**src/rtl/condition_handler.sv**
```systemverilog
// condition_handler: ID-stage condition evaluation and branch resolution.
// Owns the NZCV register. It evaluates the IF/ID condition field against the
// EX flags when the EX instruction has S set, and against the register
// otherwise. It drives the CU NOP select, the PC-source select and the IF/ID
// flush.
//
// Ports:
//   Clk          pipeline clock, rising edge
//   Clr          asynchronous active-low reset
//   ID_cond      condition field of the IF/ID instruction
//   ID_B_instr   B decoded for the ID instruction
//   ID_BL_instr  BL decoded for the ID instruction
//   EX_S         S bit of the ID/EX instruction
//   ALU_flags    {N,Z,C,V} from the EX-stage ALU
//   flags_q      architectural {N,Z,C,V} (registered)
//   cond_true    ID condition passes and the slot is not squashed
//   nop_sel      CU mux bubble select
//   branch_taken PC-source select for taken B/BL
//   link_write   taken BL, write R14
//   if_id_flush  clear IF/ID on next edge
//   branch_count taken branches since reset (registered, wraps)
module condition_handler (
    input  logic       Clk,
    input  logic       Clr,
    input  logic [3:0] ID_cond,
    input  logic       ID_B_instr,
    input  logic       ID_BL_instr,
    input  logic       EX_S,
    input  logic [3:0] ALU_flags,
    output logic [3:0] flags_q,
    output logic       cond_true,
    output logic       nop_sel,
    output logic       branch_taken,
    output logic       link_write,
    output logic       if_id_flush,
    output logic [7:0] branch_count
);

    localparam int unsigned CNT_W = 8;

    logic [3:0] eff;
    logic       pass;
    logic       squash_q;
    logic       n_f, z_f, c_f, v_f;

    // Condition evaluation on forwarded or architectural flags
    always_comb begin
        eff  = EX_S ? ALU_flags : flags_q;
        n_f  = eff[3];
        z_f  = eff[2];
        c_f  = eff[1];
        v_f  = eff[0];
        pass = 1'b0;
        case (ID_cond)
            4'b0000: pass = z_f;
            4'b0001: pass = ~z_f;
            4'b0010: pass = c_f;
            4'b0011: pass = ~c_f;
            4'b0100: pass = n_f;
            4'b0101: pass = ~n_f;
            4'b0110: pass = v_f;
            4'b0111: pass = ~v_f;
            4'b1000: pass = c_f & ~z_f;
            4'b1001: pass = ~c_f | z_f;
            4'b1010: pass = (n_f == v_f);
            4'b1011: pass = (n_f != v_f);
            4'b1100: pass = ~z_f & (n_f == v_f);
            4'b1101: pass = z_f | (n_f != v_f);
            4'b1110: pass = 1'b1;
            default: pass = 1'b0;
        endcase

        // squash_q marks the flushed fall-through slot (cleared word decodes as ANDEQ)
        cond_true    = pass & ~squash_q;
        nop_sel      = ~cond_true;
        branch_taken = cond_true & (ID_B_instr | ID_BL_instr);
        link_write   = cond_true & ID_BL_instr;
        if_id_flush  = branch_taken;
    end

    // Flags register, squash marker and taken-branch counter
    always_ff @(posedge Clk or negedge Clr) begin
        if (!Clr) begin
            flags_q      <= 4'b0000;
            squash_q     <= 1'b0;
            branch_count <= '0;
        end else begin
            if (EX_S) begin
                flags_q <= ALU_flags;
            end
            squash_q <= branch_taken;
            if (branch_taken) begin
                branch_count <= branch_count + CNT_W'(1);
            end
        end
    end

endmodule
```
**config.mk**
```make
export PLATFORM = sky130hd
export DESIGN_NAME = condition_handler
export DESIGN_NICKNAME = d
export VERILOG_FILES = /design/src/rtl/condition_handler.sv
export SDC_FILE = /design/constraint.sdc
export NUM_CORES = 1
export LEC_CHECK = 0
export CORE_MARGIN = 2
export CORE_UTILIZATION = 28
export DETAILED_ROUTE_END_ITERATION = 12
export GPL_ROUTABILITY_DRIVEN = 0
export PLACE_DENSITY = 0.58
export SETUP_SLACK_MARGIN = 0.1
export SLEW_MARGIN = 25
export SYNTH_ARGS = -nofsm -noshare
export SYNTH_HDL_FRONTEND = slang
export SYNTH_SLANG_ARGS = --single-unit
```
**constraint.sdc**
```tcl
create_clock -name Clk -period 3.3 [get_ports Clk]
set_input_delay 0.66 -clock Clk [delete_from_list [all_inputs] [get_ports Clk]]
set_output_delay 0.66 -clock Clk [all_outputs]
set_load 0.02 [all_outputs]
```
# After elaboration in Yosys (flattened, before gate mapping)
# Index checks and enable logic that the tools add are counted.
dict set report classes {
  n_addsub 1
  n_eq_ne 16
  n_mux 2
  n_bitwise 14
  reduce_logical 1
}
# operator count
set op_table {}
lappend op_table {{$eq A4 B4 Y1 const B} 7}
lappend op_table {{$eq A4 B3 Y1 const B} 4}
lappend op_table {{$pmux W1 S15} 1}
lappend op_table {{$add A8 B1 Y8 const B} 1}
lappend op_table {{$eq A4 B2 Y1 const B} 2}
lappend op_table {{$not A1 Y1} 6}
lappend op_table {{$and A1 B1 Y1} 5}
lappend op_table {{$eq A4 B1 Y1 const B} 1}
lappend op_table {{$logic_not A4 Y1} 1}
lappend op_table {{$mux W4} 1}
lappend op_table {{$or A1 B1 Y1} 3}
lappend op_table {{$eq A1 B1 Y1} 1}
lappend op_table {{$ne A1 B1 Y1} 1}
dict set report word_totals {
  elab_cells 37
  reg_bits 13
}

# Longest topological paths before layout
# Gate-level depths: netlist of the first run.
dict set report logic_depth {
  depth_word 6
  ltp_mapped 8
  depth_no_buf 6
}

# Worst setup path after synthesis of the first run
# OpenSTA, ideal clock, no wires.
dict set report synth_path {
  path_kind {input port to output port}
  start {input EX_S}
  end {output cond_true}
  t_required_ns 2.640
  n_path_buf 1
  slack_ns 0.136
  t_arrival_ns 2.504
  cell_stages 7
  cell_sequence {buf_6 -> mux2_4 -> a32o_1 -> o21ai_2 -> o211ai_4 -> o21ai_0 -> inv_1}
}
dict set report synth_between {
  elab_chain_len 5
  word_cells_on_any_way 13
  cone_classes {eq/ne: 2; mux: 2; bitwise: 9}
}
# element line_no
set synth_rtl {}
lappend synth_rtl {{from (decl)} 28} ;# input logic EX_S,
lappend synth_rtl {{$mux W4 *} n/a}
lappend synth_rtl {{named net eff[0]} 41} ;# logic [3:0] eff;
lappend synth_rtl {{$ne A1 B1 Y1 / $eq A1 B1 Y1 (equally long branches)} n/a}
lappend synth_rtl {{$or A1 B1 Y1 / $and A1 B1 Y1 (equally long branches)} {68, 67}}
lappend synth_rtl {{$pmux W1 S15 *} 54} ;# case (ID_cond)
lappend synth_rtl {{$and A1 B1 Y1 *} 74} ;# cond_true = pass & ~squash_q;
lappend synth_rtl {{to (decl)} 31} ;# output logic cond_true,
# Mark *: on every way through the listed nets, which the timed path passes. The rest lies on a longest branch.

# Worst setup path in the final report of the first run
dict set report layout_path {
  start {input ALU_flags[0]}
  end {output cond_true}
}
dict set report layout_between {
  elab_chain_len 5
  word_cells_on_any_way 8
  cone_classes {eq/ne: 2; mux: 2; bitwise: 4}
}
# element line_no
set layout_rtl {}
lappend layout_rtl {{from (decl)} 29} ;# input logic [3:0] ALU_flags,
lappend layout_rtl {{$mux W4 *} n/a}
lappend layout_rtl {{$ne A1 B1 Y1 / $eq A1 B1 Y1 (equally long branches)} n/a}
lappend layout_rtl {{$or A1 B1 Y1 / $and A1 B1 Y1 (equally long branches)} {68, 67}}
lappend layout_rtl {{$pmux W1 S15 *} 54}
lappend layout_rtl {{$and A1 B1 Y1 *} 74}
# Every way passes the cells marked *; elsewhere a longest branch is shown, timed or not.

==> impl.org, run 1 <==
** Logic synthesis
- Area leader, netlist :: sky130_fd_sc_hd__dfrtp_1
- Synthesis produced a netlist with a net count of 97.
- Most used flip-flop cell after synthesis :: sky130_fd_sc_hd__dfrtp_1
- Synthesis handed over a netlist of 83 instances.
- A synthesized cell averages 10.69 µm².
- Area contributors post-synth :: sky130_fd_sc_hd__dfrtp_1 (37%), sky130_fd_sc_hd__xnor2_1 (7.9%), sky130_fd_sc_hd__mux2_4 (5.1%)
- Counting distinct cell types in the post-synthesis netlist gives 38.
- Of all flip-flops after synthesis, the portion carrying an async set or reset was 100.0%.
- Synthesis inferred 13 register bits.
- Number of warnings printed during yosys synthesis :: 0
- Proportion of netlist area held by the largest area contributor :: 36.67%
- The synthesized design contains 0 enable-type register cells.
- After synthesis, flip-flops and latches occupy 36.67% of the total area.
- Post-synthesis instance area :: 887.1 µm²

** CTS
- For this design, the CTS-stage hold fixing added 0 buffers.
- TritonCTS built the clock tree.
- Clock tree synthesis selected as its root buffer the cell sky130_fd_sc_hd__clkbuf_4.
- Clock-pin slew was measured on the worst setup and hold paths at 0.08 ns.
- Count of H-tree levels built during CTS :: 1
- Number of buffers on the longest clock path :: 2
- Clock buffers created by TritonCTS :: 3
- The clock reaches the later pin of the worst-skew pair after 0.27 ns.
- CTS saw 13 sinks.

** Routing
- Summing over every cut layer, the via total after detailed routing is 794.
- Using the TritonRoute via totals, the vias-per-cell ratio works out to 4.616.
- Post-route DRC violation count :: 0
- The routed design has 2136 µm of wire.
- In the final routed layout, each cell accounts on average for 12.42 µm.
- For this block, the initial DRC count from the detailed router was 21.
- Antenna-violating nets left :: 0
- The first TritonRoute pass finished after 4 iterations.

** GRT
- Tot GR Track Use :: 12.76%
- Vias in the first global route :: 794
- Entering global routing, the biggest net connects 14 pins.
- Wire length of the first global-routing pass :: 3498 µm
- Number of antenna violations at the first check in global routing :: 0
- Remaining Overflow, GRT :: 0

** Placement
- Post-placement setup slack :: -0.4771 ns
- Cell total after placement :: 167
- The wire-length estimate of the detail-placed layout is 1697 µm.
- Buffers placed on the I/O ports in this run total 29.
- The placed instances occupy a cell area of 1321 µm².

** Power and ir drop
- Cell internal power was estimated by the tool at 429.7 µW.
- Share of power burned in registers :: 35.2%
- Portion of total power attributed to combinational logic :: 50.4%
- Total chip power :: 685.4 µW
- In this run the static leakage power is 0.5918 nW.
- Worst supply voltage drop on vdd :: 0.3035 mV
- Pwr Density :: 506.3 nW/µm²
- In this run the power spent charging and discharging nets is 255.8 µW.
- Of the total power, the share spent switching nets is 37.31%.
- Per report_power, the clock group accounts for 14.4% of the total.

** Critical path
- Slowest cell delay on critical path :: 0.49 ns
- The worst setup path is of the in2out kind.
- STA classifies the critical path startpoint as an input pin.
- Traced cell by cell, the critical path runs through clkdlybuf4s50_1 > xor2_1 > mux2i_1 > o21ai_2 > mux2i_4 > o21ai_1 > buf_4 > inv_1 > clkdlybuf4s15_2.
- Data arrival time of the worst path :: 2.48 ns
- Worst-path fanout max :: 3
- For the worst setup path, the data required time is 2.64 ns.
- The worst setup path is captured at a primary output.
- Setup slack on the worst reg-to-reg path comes out at 1.19 ns.
- Cell with the largest stage delay on the worst path :: sky130_fd_sc_hd__clkdlybuf4s50_1

** Final layout
- Relative to the synthesized area, the layout overhead comes to 52.61%.
- Post-route cell area :: 1354 µm²
- Once layout is complete, the utilization of the core stands at 44.71%.
- Most common cell after layout, fill and taps aside :: sky130_fd_sc_hd__clkdlybuf4s50_1
- The number of antenna diodes in the final layout is 0.
- After the last flow step, the layout net total stands at 143.
- Fraction of final layout cells sized beyond drive strength 1 :: 29.69%
- Commonest cells after routing, fill and taps aside :: sky130_fd_sc_hd__clkdlybuf4s50_1 (22), sky130_fd_sc_hd__buf_4 (17), sky130_fd_sc_hd__dfrtp_1 (13), sky130_fd_sc_hd__xnor2_1 (8), sky130_fd_sc_hd__nor2_1 (7)
- Final instance count without filler cells :: 172

** Timing
- The final critical path takes up 95.18% of the cycle.
- The worst path needs 3.141 ns of the cycle, external delays included.
- Final-report hold violation count :: 0
- # setup viols final :: 0
- On the final layout, the worst hold slack is 0.4841 ns.
- Total count of max-transition violations in the final report :: 0
- Setup slack closes at 0.1591 ns.
- In the final timing run, aggregate negative setup slack is 0 ns.
- Worst-Margin Slew :: 0.6089 ns
- Setup repair after global routing missed its margin :: true
- The worst pin sits at a relative slew slack of 59.28%.
- Max Fclk :: 318.4 MHz
- Largest clock skew in the final design :: 0.004619 ns

** Job
- Across the run, the number of max-cap violations was 0.

** Floorplan
- Initial Util :: 29.30%
- Row generation in the floorplan step produced 20 rows.
- Top-Level Pins :: 30
- From left edge to right edge, the die measures 60.29 µm.
- The total area inside the core boundary comes to 3028 µm².
- From bottom edge to top edge, the die measures 60.29 µm.
- Area of the die :: 3634 µm²

** Worst hold path
- The path class of the tightest hold or removal check is reg2reg.

** Run status
- Result of the run :: completed
==> final timing paths <==
check / start / to / cells after the start
max: ALU_flags[0] / cond_true / 9
min: branch_count[7]$_DFFE_PN0P_ / branch_count[7]$_DFFE_PN0P_ / 1
max reg2reg: flags_q[0]$_DFF_PN0_ / branch_count[1]$_DFFE_PN0P_ / 8
min reg2reg: branch_count[7]$_DFFE_PN0P_ / branch_count[7]$_DFFE_PN0P_ / 1
max in group asynchronous: Clr / flags_q[1]$_DFF_PN0_ / 1
min in group asynchronous: Clr / flags_q[0]$_DFF_PN0_ / 1
==> power groups by stage <==
stage	clock (mW)	sequential [mW]	combinational, mW
2_1_floorplan	0	0.286	0.143
3_3_place_gp	0	0.244	0.346
6_report	0.0988	0.241	0.345
3_5_place_dp	0	0.245	0.348
5_1_grt	0.109	0.251	0.372
4_1_cts	0.102	0.243	0.348
==> synth_stat cells (2+ instances only) <==
| cell type | count |
|---|---|
| sky130_fd_sc_hd__mux2_4 | 3 |
| sky130_fd_sc_hd__nor2_1 | 7 |
| sky130_fd_sc_hd__o2111ai_1 | 5 |
| sky130_fd_sc_hd__mux2i_1 | 2 |
| sky130_fd_sc_hd__xnor2_1 | 8 |
| sky130_fd_sc_hd__dfrtp_1 | 13 |
| sky130_fd_sc_hd__o211ai_4 | 2 |
| sky130_fd_sc_hd__nand2_1 | 3 |
| sky130_fd_sc_hd__nand3_1 | 3 |
| sky130_fd_sc_hd__inv_1 | 6 |
| sky130_fd_sc_hd__xor2_1 | 2 |
| sky130_fd_sc_hd__and3_1 | 3 |
==> flip-flops by register name, indices dropped and copies added (netlist names) <==
signal and flops:
branch_count 8, flags_q 4, squash_q 1
==> repair_timing <==
action                     4_1_cts  5_1_grt
pin swaps                        1        3
resized for setup               24        3
buffers inserted                 0        1
setup endpoints to repair        5        4
cloned                           0        0
==> layer usage <==
layer,part of all wire (%),track usage (%)
met5,0,0
met3,6.4,2.381
met1,43,15.59
met4,1.4,4.762
met2,49,22.05
==> layout make-up <==
cell class | instances | area [µm²]
multi-input cells | 59 | 511.7
flip-flops and latches | 13 | 325.3
well taps | 44 | 55.05
inverters | 6 | 22.52
repair buffers | 46 | 412.9
clock buffers | 4 | 26.28
fillers | 307 | 1674
==> cells by family after synthesis <==
family                   synth area share [%]
XOR/XNOR                                9.874
adder cells (fa/ha/maj)                 1.410
buffers and inverters                   6.064
flip-flops                              36.67
AO/OA/AOI/OAI                           20.03
AND/OR/NAND/NOR                         12.27
multiplexers                            13.68
==> worst max-delay path: cells and delay by family <==
family | cells | cell delay [ns]
buffers and inverters | 4 | 0.93
multiplexers | 2 | 0.38
AO/OA/AOI/OAI | 2 | 0.29
XOR/XNOR | 1 | 0.22
No activity file was read; power rests on OpenSTA's default activity.
==> run 2, diff against run 1 <==
--- a/config.mk
+++ b/config.mk
@@ -5,6 +5,7 @@
 export SDC_FILE = /design/constraint.sdc
 export NUM_CORES = 1
 export LEC_CHECK = 0
+export ABC_CLOCK_PERIOD_IN_PS = 3300
 export CORE_MARGIN = 2
 export CORE_UTILIZATION = 28
 export DETAILED_ROUTE_END_ITERATION = 12
==> results of run 2 <==
Final layout, timing and power as in run 1 (identical DEF).
==> RTL change 1, RTL diff (settings of run 1) <==
Add an input register stage for `ID_cond`, `ID_B_instr`, `ID_BL_instr`, `EX_S` and `ALU_flags`, without a reset; this delays them by one clock.
--- a/src/rtl/condition_handler.sv
+++ b/src/rtl/condition_handler.sv
@@ -40,2 +40,16 @@
 
+    logic [3:0] ID_cond_q;
+    logic ID_B_instr_q;
+    logic ID_BL_instr_q;
+    logic EX_S_q;
+    logic [3:0] ALU_flags_q;
+
+    always_ff @(posedge Clk) begin
+        ID_cond_q     <= ID_cond;
+        ID_B_instr_q  <= ID_B_instr;
+        ID_BL_instr_q <= ID_BL_instr;
+        EX_S_q        <= EX_S;
+        ALU_flags_q   <= ALU_flags;
+    end
+
     logic [3:0] eff;
@@ -47,3 +61,3 @@
     always_comb begin
-        eff  = EX_S ? ALU_flags : flags_q;
+        eff  = EX_S_q ? ALU_flags_q : flags_q;
         n_f  = eff[3];
@@ -53,3 +67,3 @@
         pass = 1'b0;
-        case (ID_cond)
+        case (ID_cond_q)
             4'b0000: pass = z_f;
@@ -75,4 +89,4 @@
         nop_sel      = ~cond_true;
-        branch_taken = cond_true & (ID_B_instr | ID_BL_instr);
-        link_write   = cond_true & ID_BL_instr;
+        branch_taken = cond_true & (ID_B_instr_q | ID_BL_instr_q);
+        link_write   = cond_true & ID_BL_instr_q;
         if_id_flush  = branch_taken;
@@ -87,4 +101,4 @@
         end else begin
-            if (EX_S) begin
-                flags_q <= ALU_flags;
+            if (EX_S_q) begin
+                flags_q <= ALU_flags_q;
             end
Function: changed (Yosys sat finds a counterexample within 4 cycles, from zero or initial values).
==> RTL change 1 against run 1 <==
Total power increased by 32%; global-route usage decreased by 1.6 points; clock skew increased by 0.62 ps; synthesized area increased by 23%; final area increased by 12%; core utilization decreased by 3.7 points; sequential share of layout area increased by 12 points; register-to-register slack got worse by 90 ps; worst setup slack improved by 93 ps; sequential cell count increased by 11; routed wire length decreased by 2.8%; critical path depth decreased by 2; largest cell class is now flip-flops and latches; largest power group is now sequential cells; highest routed layer unchanged.
==> RTL change 1: results (changes against run 1) <==
| Metric | Value |
|---|---|
| Non-clock buffer count | 32 (-30%) |
| Inverters, non-clock | 4 (-2) |
| Cell count of the worst reg-to-reg path | 7 (-1) |
| Register-to-Register Setup Slack | 1100 ps (-90 ps) |
| Total nets after synthesis | 105 (+8.2%) |
| Register cell area after layout | 546.8 um2 (+68%) |
| Synth top area cells | dfrtp_1 (30%), dfxtp_1 (20%), xnor2_1 (4.8%) |
| Multi-input gate area in the final layout | 524.3 um2 (+2.4%) |
| Global router's overall resource usage | 0.1120 (-0.01564) |
| Layout cells sized above 1 | 0.2016 (-0.09526) |
| Transition at the pin with the smallest max-transition slack | 609.3 ps (+0.3745 ps) |
| Endpoint of the worst register-to-register path | branch_count[6]$_DFFE_PN0P_ |
| Placed cell count | 168 (+0.60%) |
| CTS resizes | 7 (-71%) |
| Post-synthesis adder-cell area fraction | 0.01148 (-0.002623) |
| Outcome | finished, final reports clean |
| Sequential-to-total area share from yosys stat | 0.5006 (+0.1339) |
| Worst slack, placed | 157.6 ps (+634.7 ps) |
| Area share of buffers outside the clock network | 0.2053 (-0.09969) |
| Clock tree root buffer cell | clkbuf_8 |
| Maximum fanout along the worst path | 6 (+3) |
| Slowest cell delay on critical path | 410 ps (-80 ps) |
| Data arrival time of the critical path | 2390 ps (-90 ps) |
| Fraction of registers with async set or reset after synthesis | 0.5417 (-0.4583) |
| Post-DR vias/cell | 4.709 (+2.0%) |
| First-pass GRT wire length | 3795 um (+8.5%) |
| Number of cells produced by synthesis | 91 (+9.6%) |
| Met2 usage in global routing | 0.1725 (-0.04800) |
| Highest-delay cell along the critical path | mux2_1 |
==> RTL change 1: how the worst max path moves through the flow <==
stage / from / end / slack (ps) / cells after the start
final: EX_S_q$_DFF_P_ / link_write / 250 / 7
after floorplan: flags_q[0]$_DFF_PN0_ / link_write / 490 / 6
after global routing: EX_S_q$_DFF_P_ / link_write / 130 / 7
after CTS: ID_cond_q[3]$_DFF_P_ / cond_true / 130 / 6
after global placement: EX_S_q$_DFF_P_ / link_write / 210 / 7
after detailed placement: EX_S_q$_DFF_P_ / link_write / 160 / 7
==> RTL change 1: metal layers <==
layer / up-vias / routed length (um)
met5: - / 0
met4: 0 / 19
met3: 2 / 128
met2: 21 / 939
met1: 396 / 990
li1: 391 / -
==> RTL change 1: report_power, final <==
part / switching [mW] / internal [mW]
Sequential: 0.0462 / 0.340
Combinational: 0.161 / 0.162
Clock: 0.0889 / 0.106
Total: 0.296 / 0.608
